==> config.mk <==
export PLATFORM = sky130hd
export DESIGN_NAME = acc_sum_reader
export DESIGN_NICKNAME = d
export VERILOG_FILES = /design/src/rtl/acc_pkg.sv /design/src/rtl/acc_sample_fifo.sv /design/src/rtl/acc_sum_reader.sv
export SDC_FILE = /design/constraint.sdc
export NUM_CORES = 1
export LEC_CHECK = 0
export BUFFER_PORTS_ARGS = -buffer_cell sky130_fd_sc_hd__buf_2
export CAP_MARGIN = 20
export CORE_MARGIN = 4
export CORE_UTILIZATION = 40
export CTS_BUF_LIST = sky130_fd_sc_hd__clkbuf_8
export DETAILED_ROUTE_END_ITERATION = 8
export PLACE_DENSITY_LB_ADDON = 0.3
export SKIP_CTS_REPAIR_TIMING = 1
export SLEW_MARGIN = 20
export SYNTH_ARGS = -nofsm -noshare
export SYNTH_HDL_FRONTEND = slang
export SYNTH_HIERARCHICAL = 1
export SYNTH_SLANG_ARGS = --single-unit
export TNS_END_PERCENT = 100
==> constraint.sdc <==
create_clock -name clk -period 5.4 [get_ports clk]
set_input_delay 0.81 -clock clk [delete_from_list [all_inputs] [get_ports clk]]
set_output_delay 0.81 -clock clk [all_outputs]
set_load 0.01 [all_outputs]
==> src/rtl/acc_pkg.sv <==
// Shared types and constants for the accumulator read-side logic.
package acc_pkg;

    localparam int ACC_WIDTH = 8;
    localparam int DROP_MAX  = 255;

    typedef struct packed {
        logic [ACC_WIDTH-1:0] sum;
        logic [ACC_WIDTH-1:0] delta;
    } acc_sample_t;

endpackage

==> src/rtl/acc_sample_fifo.sv <==
// First-word-fall-through FIFO for {sum, delta} samples; head is read combinationally.
module acc_sample_fifo
    import acc_pkg::*;
#(
    parameter int DEPTH  = 4,
    parameter int DATA_W = $bits(acc_sample_t)
) (
    input  logic                     clk,
    input  logic                     rst,
    input  logic                     push,
    input  logic [DATA_W-1:0]        din,
    input  logic                     pop,
    output logic [DATA_W-1:0]        dout,
    output logic                     full,
    output logic                     empty,
    output logic [$clog2(DEPTH):0]   level
);

    localparam int AW = $clog2(DEPTH);
    localparam logic [AW-1:0] PTR_ONE  = 1;
    localparam logic [AW:0]   CNT_ONE  = 1;
    localparam logic [AW:0]   CNT_FULL = DEPTH[AW:0];

    logic [DATA_W-1:0] mem_q [DEPTH];
    logic [DATA_W-1:0] mem_d [DEPTH];
    logic [AW-1:0]     wr_ptr_q, wr_ptr_d;
    logic [AW-1:0]     rd_ptr_q, rd_ptr_d;
    logic [AW:0]       count_q, count_d;

    assign empty = (count_q == '0);
    assign full  = (count_q == CNT_FULL);
    assign level = count_q;
    // Empty FIFO presents zeros rather than stale storage.
    assign dout  = empty ? '0 : mem_q[rd_ptr_q];

    always_comb begin
        wr_ptr_d = wr_ptr_q;
        rd_ptr_d = rd_ptr_q;
        count_d  = count_q;
        if (push) begin
            wr_ptr_d = wr_ptr_q + PTR_ONE;
        end
        if (pop) begin
            rd_ptr_d = rd_ptr_q + PTR_ONE;
        end
        case ({push, pop})
            2'b10:   count_d = count_q + CNT_ONE;
            2'b01:   count_d = count_q - CNT_ONE;
            default: count_d = count_q;
        endcase
    end

    genvar gi;
    generate
        for (gi = 0; gi < DEPTH; gi++) begin : g_entry
            always_comb begin
                mem_d[gi] = mem_q[gi];
                if (push && (wr_ptr_q == gi[AW-1:0])) begin
                    mem_d[gi] = din;
                end
            end

            always_ff @(posedge clk) begin
                mem_q[gi] <= mem_d[gi];
            end
        end
    endgenerate

    always_ff @(posedge clk) begin
        if (rst) begin
            wr_ptr_q <= '0;
            rd_ptr_q <= '0;
            count_q  <= '0;
        end else begin
            wr_ptr_q <= wr_ptr_d;
            rd_ptr_q <= rd_ptr_d;
            count_q  <= count_d;
        end
    end

endmodule

==> src/rtl/acc_sum_reader.sv <==
// Periodically samples the accumulator sum, computes the delta to the last stored
// sample and queues {sum, delta} pairs on a valid/ready stream.
module acc_sum_reader
    import acc_pkg::*;
#(
    parameter int WIDTH    = ACC_WIDTH,
    parameter int DEPTH    = 4,
    parameter int PERIOD_W = 8
) (
    input  logic                     clk,
    input  logic                     rst,
    input  logic [WIDTH-1:0]         sum,
    input  logic                     en,
    input  logic [PERIOD_W-1:0]      period,
    output logic [WIDTH-1:0]         out_sum,
    output logic [WIDTH-1:0]         out_delta,
    output logic                     out_valid,
    input  logic                     out_ready,
    output logic [$clog2(DEPTH):0]   level,
    output logic [7:0]               drop_cnt
);

    localparam logic [PERIOD_W-1:0] PERIOD_ONE = 1;
    localparam logic [7:0]          DROP_SAT   = DROP_MAX[7:0];

    logic [PERIOD_W-1:0] cnt_q, cnt_d;
    logic [WIDTH-1:0]    prev_q, prev_d;
    logic [7:0]          drop_q, drop_d;

    logic [PERIOD_W-1:0] eff_period;
    logic                strobe;
    logic                pop_fire;
    logic                push_ok;
    logic [WIDTH-1:0]    delta;
    logic                fifo_full;
    logic                fifo_empty;
    logic [2*WIDTH-1:0]  fifo_dout;

    assign eff_period = (period == '0) ? PERIOD_ONE : period;
    // Compare with >= so a period shrunk below the running count strobes at once.
    assign strobe     = en && (cnt_q >= (eff_period - PERIOD_ONE));
    assign out_valid  = !fifo_empty;
    assign pop_fire   = out_valid && out_ready;
    assign push_ok    = strobe && (!fifo_full || pop_fire);
    assign delta      = sum - prev_q;

    always_comb begin
        cnt_d  = cnt_q;
        prev_d = prev_q;
        drop_d = drop_q;
        if (!en || strobe) begin
            cnt_d = '0;
        end else begin
            cnt_d = cnt_q + PERIOD_ONE;
        end
        if (push_ok) begin
            prev_d = sum;
        end
        // A dropped sample leaves prev untouched so the next delta spans the gap.
        if (strobe && !push_ok && (drop_q != DROP_SAT)) begin
            drop_d = drop_q + 8'd1;
        end
    end

    always_ff @(posedge clk) begin
        if (rst) begin
            cnt_q  <= '0;
            prev_q <= '0;
            drop_q <= '0;
        end else begin
            cnt_q  <= cnt_d;
            prev_q <= prev_d;
            drop_q <= drop_d;
        end
    end

    acc_sample_fifo #(
        .DEPTH  (DEPTH),
        .DATA_W (2 * WIDTH)
    ) u_fifo (
        .clk   (clk),
        .rst   (rst),
        .push  (push_ok),
        .din   ({sum, delta}),
        .pop   (pop_fire),
        .dout  (fifo_dout),
        .full  (fifo_full),
        .empty (fifo_empty),
        .level (level)
    );

    assign {out_sum, out_delta} = fifo_dout;
    assign drop_cnt             = drop_q;

endmodule

### After elaboration in Yosys (flattened, before gate mapping)

Memory sizes are Yosys's and may differ from the RTL's. A register that Yosys moved wholly into a read port is not among the register bits.
Cells that the tools add are included.

| storage, ports and cells | value |
|---|---|
| register bits | 31 |
| bits in writable memories | 64 |
| input port bits | 20 |
| output and inout port bits | 28 |
| memories kept | 1 |

| cells by class | value |
|---|---|
| add/subtract/negate cells | 8 |
| order comparisons | 1 |
| equality and inequality tests | 11 |
| muxes and demuxes | 18 |
| reductions and logical operators | 23 |

Memory list:

| name | depth | bits a word | read ports | clocked after Yosys merged registers in | wr ports | RTL line | text |
|---|---|---|---|---|---|---|---|
| u_fifo.mem_q | 4 | 16 | 1 | 1 | 1 | acc_sample_fifo.sv:24 | `logic [DATA_W-1:0] mem_q [DEPTH];` |

Operators by type and width:

| kind | count |
|---|---|
| 16-bit two-way mux | 8 |
| 16-bit OR reduction | 3 |
| 8-bit by 1-bit adder with 8-bit output (second input constant) | 2 |
| 2-bit two-way mux | 5 |
| 1-bit logical AND | 9 |
| 8-bit >= comparator | 1 |
| 8-bit zero test | 1 |
| 8-bit two-way mux | 1 |
| 8-bit inequality test (second input constant) | 1 |
| 8-bit by 1-bit subtractor with 8-bit output (second input constant) | 1 |
| 8-bit subtractor | 1 |
| 2-bit equality test (second input constant) | 3 |
| 3-bit case mux with 2 select lines | 1 |
| 2-bit by 1-bit adder with 2-bit output (second input constant) | 2 |
| 2-bit by 1-bit equality test with 1-bit output (second input constant) | 2 |
| 1-bit zero test | 4 |
| 1-bit inequality test (second input constant) | 4 |
| 3-bit by 1-bit adder with 3-bit output (second input constant) | 1 |
| 3-bit equality test (second input constant) | 1 |
| 3-bit zero test | 1 |
| 1-bit two-way mux | 3 |
| 3-bit by 1-bit subtractor with 3-bit output (second input constant) | 1 |
| 2-bit zero test | 1 |
| 1-bit logical OR | 2 |
| other kinds (2) | 2 |

### Logic depth before layout (Yosys ltp)

| logic depth | value |
|---|---|
| depth after elaboration | 12 |
| depth in mapped cells | 20 |

### By module

The synthesis kept the hierarchy.

Modules (own cells, without submodules):

| module | times used | cells an instance | area an instance (µm²) |
|---|---|---|---|
| acc_sample_fifo | 1 | 148 | 2,969.1 |
| acc_sum_reader | 1 | 220 | 1,791.7 |

### Worst setup path before layout

Ideal clock, no wire load.

| path | value |
|---|---|
| path type | input -> register |
| from | input period[2] |
| to | register u_fifo.count_q[2], in the netlist u_fifo/level[2] |
| library setup time | 0.070 ns |
| arrival time | 4.423 ns |
| slack | 0.907 ns |
| stages | 20 |
| cells stage by stage | or4_1 nor3_1 a21oi_1 ha_1 inv_1 nor2_1 xnor2_1 ha_1 and3_2 nand2_1 a21o_1 buf_1 nand2_1 inv_1 ha_1 inv_1 fa_1 xor2_1 or3_1 a21oi_1 |

| on the way | value |
|---|---|
| longest elaborated chain between the ends | 8 |
| elaborated cells between the ends (all ways) | 10 |
| classes of those cells | add/sub (1); order compare (1); eq/ne (2); mux (2); reduce/logical (4) |

RTL lines:

| element | RTL line | text |
|---|---|---|
| start: declaration | acc_sum_reader.sv:14 | `input logic [PERIOD_W-1:0] period,` |
| 8-bit zero test | acc_sum_reader.sv:39 | `assign eff_period = (period == '0) ? PERIOD_ONE : period;` |
| 8-bit two-way mux * | acc_sum_reader.sv:39 |  |
| 8-bit by 1-bit subtractor with 8-bit output * | acc_sum_reader.sv:41 | `assign strobe = en && (cnt_q >= (eff_period - PERIOD_ONE));` |
| 8-bit >= comparator * | acc_sum_reader.sv:41 |  |
| 1-bit logical AND * | acc_sum_reader.sv:41 |  |
| 1-bit logical AND * | acc_sum_reader.sv:44 | `assign push_ok = strobe && (!fifo_full \|\| pop_fire);` |
| named net push_ok | acc_sum_reader.sv:33 | `logic push_ok;` |
| 2-bit by 1-bit equality test with 1-bit output / 2-bit equality test (equally long branches) | acc_sample_fifo.sv:46 | `case ({push, pop})` |
| 3-bit case mux with 2 select lines / 2-bit nonzero test (equally long branches) | n/a |  |
| end signal: assignment | acc_sample_fifo.sv:77 | `count_q <= count_d;` |
| end: declaration | acc_sample_fifo.sv:28 | `logic [AW:0] count_q, count_d;` |

The timed path passes the listed nets; every way through them passes the cells marked *.
A chain may end at the register's enable or synchronous reset.

### Final worst setup path

Ends and elaborated chain as after synthesis.

==> results.ini <==
[setup_path]
critPathMaxStageDelay_ns = 0.58
cp.arrival_ns = 4.85
cpMaxStageDelayCell = or4_1
worstPathMaxFanout = 9
critPathRequiredTime_ns = 5.69
worstSetupEndpointType = register
crit_path_start_kind = primary input
crit_type = primary input to register
path_cells = buf_2 -> or4_1 -> nor3_1 -> a21oi_1 -> ha_1 -> inv_1 -> nor2_1 -> xnor2_1 -> ha_1 -> and3_2 -> nand2_1 -> or4_1 -> nand2_1 -> inv_1 -> ha_1 -> inv_1 -> fa_1 -> xor2_1 -> or3_1 -> a21oi_1
cp_num_buf_inv = 4
path_delay_family = simple AND/OR/NAND/NOR gates
r2r_slack_ns = 1.92

[timing]
finalClockSkew_ns = 0.00841
finalCritPeriodShare_pct = 84.5
relSlewSlack_pct = 46.0
final.setup.tns_ns = 0
setup_viol = 0
period_needed_ns = 4.56
rsz0062_at_grt = false
max_freq_ghz = 0.219
hold_viol_final = 0
drv_slew = 0
worst_pin_slew_ns = 0.810

[grt]
grt_use_total_pct = 13.2
grt_pass1_wl_um = 13800
grt_util_met2_pct = 22.9
use_met3_pct = 4.16
gr-total-overflow = 0
grt-busiest-layer = met2
grt_pass1_vias = 2843
antenna_found_initial = 0
globalRouteMet1Util_pct = 16.1
grt_start_max_net_pins = 34

[floorplan]
start_util_pct = 41.3
fp-row-count = 39
die_h_um = 117
core_area_mm2 = 0.0115
io_pins = 48
dieArea_mm2 = 0.0137
fp.dieW_um = 117

[synthesis]
synth_top_area_share_pct = 40.4
yosys.area.top_type = edfxtp_1
seq_area_frac_synth_pct = 54.2
synth_commonest_cells = edfxtp_1 (64), dfxtp_1 (33), nor2_1 (33), inv_1 (26), ha_1 (23)
synth.most_common_cell = edfxtp_1
synth.avg_cell_area_um2 = 12.9
synthArstFlopShare_pct = 0
syn_inst = 368
synth.area.top_cells = edfxtp_1 (40%), dfxtp_1 (14%), ha_1 (6.0%), mux4_2 (4.7%), mux4_1 (3.3%)
syn_nets = 413
synth_edf_count = 64
synth_area_mm2 = 0.00476
yosys_warnings = 6
ys_types = 52
synth_ff_type = edfxtp_1
synth-seq-cells = 97

[route]
wl_um = 8460
drc = 0
drtIter0Drc = 96
drtPass1Iterations = 4
ant_nets = 0
vias_per_cell = 5.04
wl_per_cell_um = 14.9
num_vias = 2860

[place]
port_buffers = 47
gp_congestion = 0.804
placedInstanceArea_mm2 = 0.00515
hpwl_um = 5970
dp.cells = 552

[clock_network]
cts_tree = built
cts_sinks = 97
cts-root-buf = clkbuf_8
clk_latency_ns = 0.37
numCtsBuffers = 9
clk_pin_slew_ns = 0.09
htreeDepth = 3
clockBufferDepth = 2

[final_layout]
design_area_mm2 = 0.00534
syn_to_final_growth_pct = 12.2
final_nets = 465
fin_util_pct = 46.4
stdcell_count = 568
fillers = 1063
drive_gt1_share_pct = 22.4
n_antenna_cell = 0

[worst_hold_path]
hp-class = register to register

[status]
status = finished, final reports clean

[job]
max_cap_violations = 0

[power]
power_density_mw_per_mm2 = 249
leakage_nw = 1.98
max-vdd-ir-drop_mv = 0.125
p_total_w = 0.00133

[worst reg2reg max path, stage by stage, from the launching register on]
cell     delay [ns]
dfxtp_1        0.43
nor3_4         0.06
buf_4          0.25
nor2b_1        0.42
o21ai_1        0.19
or4_1          0.72
nand2_1        0.26
inv_1          0.07
ha_1           0.23
inv_1          0.07
fa_1           0.17
xor2_1         0.07
or3_1          0.31
a21oi_1        0.15
[metrics by stage]
| step | setup WS [ns] | hold WS [ns] |
|---|---|---|
| final | 0.840 | 0.468 |
| after global routing | 0.567 | 0.493 |
| after CTS | 0.849 | 0.473 |
| after detailed placement | 0.463 | 0.451 |
| after global placement | 0.654 | 0.443 |
| after floorplan | 0.907 | 0.426 |
[registers in the layout, indices dropped and copies added, names as in the netlist, named ones only]
name             count
prev_q               8
u_fifo/mem_q        64
u_fifo/level         3
u_fifo/wr_ptr_q      2
drop_cnt             8
u_fifo/rd_ptr_q      2
cnt_q                8
[area by class of cell]
| cell class | instances | area [µm²] | share of cell area (%) |
|---|---|---|---|
| Inverter | 26 | 97.6 | 1.83 |
| Tap cell | 143 | 179 | 3.35 |
| Clock buffer | 9 | 124 | 2.32 |
| Timing Repair Buffer | 52 | 273 | 5.11 |
| Multi-Input combinational cell | 234 | 2010 | 37.7 |
| Clock inverter | 7 | 68.8 | 1.29 |
| Sequential cell | 97 | 2580 | 48.4 |
[cells by family (layout without fill, tap and decap cells)]
| kind of cell | Yosys count | count (layout) | share of synthesized area (%) |
|---|---|---|---|
| DFF | 97 | 97 | 54.2 |
| buffers and inverters | 37 | 94 | 3.57 |
| muxes | 27 | 27 | 10.5 |
| xor gates and xnor gates | 20 | 20 | 3.68 |
| AOI/OAI and AO/OA | 48 | 48 | 6.65 |
| adders and majority gates | 25 | 25 | 6.89 |
| and+or+nand+nor | 114 | 114 | 14.4 |
[placed cells by master, fill, tap and decap left out, drive strengths merged, types with 16 or more instances in the layout]
| cell | n |
|---|---|
| nand3 | 17 |
| dfxtp | 33 |
| nor2 | 33 |
| ha | 23 |
| mux4 | 16 |
| a21oi | 20 |
| edfxtp | 64 |
| inv | 29 |
| nor2b | 26 |
| buf | 52 |
[routing by layer]
| metal | vias to the layer above | part of all wire, % |
|---|---|---|
| li1 | 1442 | - |
| met1 | 1355 | 46 |
| met2 | 56 | 49 |
| met3 | 7 | 4.1 |
| met4 | 0 | 0.99 |
| met5 | - | 0 |
[path summary, 6_finish.rpt]
path	startpoint	end	depth (start not counted)
worst min register to register	cnt_q[0]	cnt_q[0]	1
worst min-delay path	cnt_q[0]	cnt_q[0]	1
worst max-delay path	period[2]	u_fifo/level[2]	20
worst max register to register	u_fifo/level[1]	u_fifo/level[2]	13
[where the power goes]
| part | switching, W | internal (W) |
|---|---|---|
| logic | 0.0000430 | 0.0000305 |
| clock network | 0.000249 | 0.000214 |
| registers | 0.00000181 | 0.000794 |
| total | 0.000293 | 0.00104 |
No activity file was read; power rests on OpenSTA's default activity.
